**src/rtl/pc_fetch_unit.sv**
```systemverilog
// Program counter and single-outstanding instruction fetch with branch redirect.
// Optional performance counters are enabled by defining FETCH_PERF_CNT_EN.
module pc_fetch_unit #(
  parameter int ADDR_W   = 8,
  parameter int DATA_W   = 16,
  parameter int RESET_PC = 0,
  parameter int STEP     = 1
) (
  input  logic              i_clk,
  input  logic              i_rst,
  output logic              o_req_valid,
  input  logic              i_req_ready,
  output logic [ADDR_W-1:0] o_req_addr,
  input  logic              i_rsp_valid,
  input  logic [DATA_W-1:0] i_rsp_data,
  output logic              o_instr_valid,
  input  logic              i_instr_ready,
  output logic [DATA_W-1:0] o_instr,
  output logic [ADDR_W-1:0] o_instr_pc,
  input  logic              i_branch_valid,
  input  logic [ADDR_W-1:0] i_branch_target,
`ifdef FETCH_PERF_CNT_EN
  output logic [15:0]       o_fetch_cnt,
  output logic [15:0]       o_flush_cnt,
`endif
  output logic              o_pc_sel
);

  typedef enum logic [1:0] {S_RST, S_REQ, S_WAIT, S_OUT} state_t;

  localparam logic [ADDR_W-1:0] RESET_PC_V = ADDR_W'(RESET_PC);
  localparam logic [ADDR_W-1:0] STEP_V     = ADDR_W'(STEP);

  state_t            state_r;
  logic [ADDR_W-1:0] pc_r;
  logic              kill_r;

  assign o_req_addr = pc_r;

  // Fetch FSM: PC, kill flag and all registered outputs.
  always_ff @(posedge i_clk) begin
    if (i_rst) begin
      state_r       <= S_RST;
      pc_r          <= RESET_PC_V;
      kill_r        <= 1'b0;
      o_req_valid   <= 1'b0;
      o_instr_valid <= 1'b0;
      o_instr       <= '0;
      o_instr_pc    <= '0;
      o_pc_sel      <= 1'b0;
    end else begin
      o_pc_sel <= 1'b0;
      case (state_r)
        S_RST: begin
          state_r     <= S_REQ;
          o_req_valid <= 1'b1;
        end
        S_REQ: begin
          if (i_branch_valid) begin
            pc_r     <= i_branch_target;
            o_pc_sel <= 1'b1;
          end
          if (i_req_ready) begin
            state_r     <= S_WAIT;
            o_req_valid <= 1'b0;
            kill_r      <= i_branch_valid;
          end
        end
        S_WAIT: begin
          if (i_branch_valid) begin
            pc_r     <= i_branch_target;
            o_pc_sel <= 1'b1;
          end
          if (i_rsp_valid) begin
            kill_r <= 1'b0;
            // A same-cycle branch kills the arriving word just like a pending kill.
            if (kill_r || i_branch_valid) begin
              state_r     <= S_REQ;
              o_req_valid <= 1'b1;
            end else begin
              o_instr       <= i_rsp_data;
              o_instr_pc    <= pc_r;
              o_instr_valid <= 1'b1;
              state_r       <= S_OUT;
            end
          end else if (i_branch_valid) begin
            kill_r <= 1'b1;
          end
        end
        S_OUT: begin
          if (i_branch_valid || i_instr_ready) begin
            o_instr_valid <= 1'b0;
            o_req_valid   <= 1'b1;
            state_r       <= S_REQ;
            pc_r          <= i_branch_valid ? i_branch_target : pc_r + STEP_V;
            o_pc_sel      <= i_branch_valid;
          end
        end
        default: begin
          state_r     <= S_RST;
          o_req_valid <= 1'b0;
        end
      endcase
    end
  end

`ifdef FETCH_PERF_CNT_EN
  logic fetch_evt_s;
  logic flush_evt_s;

  // Event decode: a redirect counts as a flush only when it actually drops something.
  always_comb begin
    fetch_evt_s = 1'b0;
    flush_evt_s = 1'b0;
    case (state_r)
      S_REQ: begin
        flush_evt_s = i_branch_valid;
      end
      S_WAIT: begin
        flush_evt_s = i_branch_valid && !kill_r;
      end
      S_OUT: begin
        fetch_evt_s = i_instr_ready;
        flush_evt_s = i_branch_valid && !i_instr_ready;
      end
      default: begin
        fetch_evt_s = 1'b0;
        flush_evt_s = 1'b0;
      end
    endcase
  end

  // Saturating performance counters.
  always_ff @(posedge i_clk) begin
    if (i_rst) begin
      o_fetch_cnt <= 16'h0000;
      o_flush_cnt <= 16'h0000;
    end else begin
      if (fetch_evt_s && (o_fetch_cnt != 16'hFFFF)) begin
        o_fetch_cnt <= o_fetch_cnt + 16'h0001;
      end
      if (flush_evt_s && (o_flush_cnt != 16'hFFFF)) begin
        o_flush_cnt <= o_flush_cnt + 16'h0001;
      end
    end
  end
`else
  // Counters are absent in this build.
`endif

endmodule

```
**config.mk**
```make
export PLATFORM = sky130hd
export DESIGN_NAME = pc_fetch_unit
export DESIGN_NICKNAME = d
export VERILOG_FILES = /design/src/rtl/pc_fetch_unit.sv
export SDC_FILE = /design/constraint.sdc
export NUM_CORES = 1
export LEC_CHECK = 0
export CAP_MARGIN = 40
export CELL_PAD_IN_SITES_DETAIL_PLACEMENT = 1
export CELL_PAD_IN_SITES_GLOBAL_PLACEMENT = 2
export CORE_MARGIN = 4
export CORE_UTILIZATION = 25
export CTS_BUF_LIST = sky130_fd_sc_hd__clkbuf_8
export DETAILED_ROUTE_END_ITERATION = 10
export GPL_TIMING_DRIVEN = 0
export PLACE_DENSITY_LB_ADDON = 0.1
export SYNTH_ARGS = -nofsm -noshare
export SYNTH_HDL_FRONTEND = slang
export SYNTH_SLANG_ARGS = --single-unit
```
**constraint.sdc**
```tcl
create_clock -name i_clk -period 2 [get_ports i_clk]
set_input_delay 0.4 -clock i_clk [delete_from_list [all_inputs] [get_ports i_clk]]
set_output_delay 0.4 -clock i_clk [all_outputs]
set_load 0.1 [all_outputs]
```
==> reports/metrics.csv <==
stage,metric,value,unit
setup_path,crit_path_max_fanout,6,
grt,gr-total-overflow,0,
outcome,status,finished clean,
sta,relSlewSlack,64.1,%
sta,rsz0062_at_grt,no,
detailed_routing,drt_iter0_drc,37,
clock_network,h-tree-depth,2,
cells_and_area,finalInstanceArea,3210,sq um
grt,grt_start_max_net_pins,12,
placement,place.gp.congestion,0.738,
clock_network,cts_buffers,5,
grt,grt_pass1_vias,1918,
logic_synthesis,synth_edf_count,0,
pwr,p_total,2080,uW
worst_hold_path,worst_hold_path.endpoint,o_instr_pc[5]$_SDFFE_PP0P_,
placement,place_area,3080,sq um
clock_network,clockBufferDepth,2,
logic_synthesis,syn_nets,247,
sta,hold_violations,0,
cells_and_area,nets,354,
setup_path,rr_worst_depth,7,
logic_synthesis,synth_ff_type,dfxtp_1,
placement,io_buffers,64,
logic_synthesis,ys_seq_area_share,43.9,%
detailed_routing,viasPerCell,4.61,
sta,clock_skew,0.00430,ns
setup_path,rr_endpoint,o_req_addr[0]$_SDFFE_PP0P_,
detailed_routing,top_layer_used,met4,
placement,dp_hpwl,4330,microns
logic_synthesis,yosys_warnings,0,
detailed_routing,ant_nets,0,
cells_and_area,drive_gt1_share,21.9,%
clock_network,cts_sinks,38,
setup_path,timing.reg2reg.setup_slack,0.21,ns
detailed_routing,wl_met1,2620,microns
cells_and_area,final_core_util,47.5,%
placement,place_ws,-0.209,ns
setup_path,critPathLaunchType,register,
die,core,6760,sq um
sta,maxSlewViolCount,0,
grt,grt_pass1_wl,9680,microns
cells_and_area,n_fill_cell,786,
cells_and_area,ff_latch_area,767,sq um
detailed_routing,drt_pre_antenna_iters,4,
clock_network,cts_tree,built,
worst_hold_path,hold_path_depth,2,
die,die_area,8330,sq um
die,pin_count,65,
sta,max_freq,0.528,GHz
logic_synthesis,synth_area_per_cell,8.17,sq um
clock_network,root_buffer,clkbuf_8,
logic_synthesis,ys_seq_elements,38,
worst_hold_path,hold_start,o_instr_pc[5]$_SDFFE_PP0P_,
detailed_routing,wl_met2,2700,microns
sta,tightest_slew,0.539,ns
die,die_x,91.3,microns
logic_synthesis,synthArstFlopShare,0,%
setup_path,worst_setup_path_end_kind,output port,
logic_synthesis,synth_cell_types,37,
sta,hold_slack,0.457,ns
pwr,ir_drop,0.363,mV
clock_network,cts_hold_buf,0,
worst_hold_path,hp-class,reg2reg,
detailed_routing,vias,1838,
pwr,p_leak,0.00116,uW
sta,fin_crit,1.90,ns
detailed_routing,drc_errors,0,
cells_and_area,area_growth,85.1,%
sta,final.period_utilization,94.8,%
setup_path,reg2reg_from,state_r[0]$_SDFFE_PP0P_,
detailed_routing,dr_wl_met3,184,microns
die,row_count,30,
detailed_routing,wire_per_inst,13.9,microns
logic_synthesis,syn_area,1730,sq um
pwr,power_density,647,nW/um^2
logic_synthesis,synthCells,212,
setup_path,criticalPathCategory,reg2out,
setup_path,worstPathArrival,1.50,ns
sta,setup_slack,0.105,ns
clock_network,clk_latency,0.28,ns
sta,setup_viol_count_final,0,
cells_and_area,diodes,0,
cells_and_area,multi_input_area,876,sq um
detailed_routing,routed_wl,5550,microns
grt,grt_util_all_layers,14.4,%
die,die_h,91.3,microns
run,drv_cap,0,
grt,antenna_found_initial,0,
setup_path,crit_required,1.60,ns
die,start_util,25.6,%
clock_network,clk_pin_slew_worst_paths,0.08,ns
cell usage after synthesis (2+ instances only):
cell type | n | share of area (%)
buf_8 | 2 | 1.7
o21ai_0 | 9 | 2.6
nand2_1 | 60 | 13
clkbuf_1 | 4 | 0.87
a211oi_1 | 2 | 0.87
buf_2 | 3 | 0.87
a311oi_1 | 3 | 1.5
buf_4 | 2 | 0.87
o22ai_1 | 3 | 1.1
nor2_1 | 6 | 1.3
nor3_1 | 5 | 1.4
inv_1 | 4 | 0.87
a21oi_2 | 7 | 3.5
a21oi_1 | 26 | 7.5
nor2b_1 | 4 | 1.4
nand3_1 | 5 | 1.4
nand2b_1 | 3 | 1.1
dfxtp_1 | 38 | 44
ha_1 | 5 | 3.6
mux2_2 | 2 | 1.3
and2_1 | 3 | 1.1
metal layers:
metal  vias up  track usage, %
li1        940               -
met1       848            18.7
met2        43            24.1
met3         7            3.07
met4         0            3.77
met5         -               0
cells in the final DEF (no fill, tap or decap), drive strengths merged, types with 5 or more instances in the layout:
cell type | Yosys | layout
clkdlybuf4s50 | 0 | 64
dfxtp | 38 | 38
nand3 | 5 | 5
clkbuf | 4 | 10
buf | 8 | 44
ha | 5 | 5
nor3 | 5 | 5
nand2 | 60 | 60
nor2 | 6 | 6
o21ai | 10 | 10
a21oi | 33 | 33
state kept, by name, summed over array words and instances, names as in the netlist:
register       flops
o_req_addr         8
o_pc_sel           1
kill_r             1
o_req_valid        1
o_instr_pc         8
o_instr           16
o_instr_valid      1
state_r            2
how the worst max path moves through the flow:
stage	from	to	slack (ns)	cells after the start
5_1_grt	state_r[0]$_SDFFE_PP0P_	o_instr[4]$_SDFFE_PP0P_	0.003	8
4_1_cts	o_req_addr[3]$_SDFFE_PP0P_	o_req_addr[3]	0.03	2
3_3_place_gp	i_rst	state_r[0]$_SDFFE_PP0P_	-0.22	4
6_report	o_req_addr[5]$_SDFFE_PP0P_	o_req_addr[5]	0.10	2
3_5_place_dp	i_rst	state_r[0]$_SDFFE_PP0P_	-0.21	4
2_1_floorplan	o_req_addr[4]$_SDFFE_PP0P_	o_req_addr[7]$_SDFFE_PP0P_	0.09	4
final cells by class:
cell class | instances | area share [%]
sequential | 38 | 23.9
buffer | 12 | 2.73
inverter | 4 | 0.468
multi-input combinational | 158 | 27.3
tap | 80 | 3.12
timing repair buffer | 100 | 38.9
clock inverter | 1 | 0.936
clock buffer | 6 | 2.58
worst max-delay path, stage by stage, from the launching register on:
cell	delay (ns)
dfxtp_1	0.44
clkdlybuf4s50_1	0.56
buf_8	0.20
logic make-up after synthesis:
group | Yosys count | share of synthesized area (%)
fa+ha+maj | 5 | 3.61
compound gates | 58 | 20.7
mux | 3 | 1.88
buf+inv | 16 | 5.85
simple gates | 92 | 24.1
flops | 38 | 43.9
metrics by stage:
step                std cells  setup TNS [ns]
detailed placement        391           -4.09
global route              399               0
floorplan                 212               0
global placement          356           -3.61
CTS                       398               0
finish                    399               0
power breakdown:
group	total, uW	switching [uW]	internal (uW)
logic	566	329	238
clock network	678	278	400
registers	832	41.2	791
total	2080	648	1430
what timing repair did:
| item | 4_1_cts | 5_1_grt |
|---|---|---|
| gates resized for setup | 0 | 7 |
| buffers inserted | 0 | 1 |
| endpoints found under the setup margin | 0 | 26 |
| endpoints found under the hold margin | 0 | 0 |
Note: power is estimated with default switching activity, not from simulation.
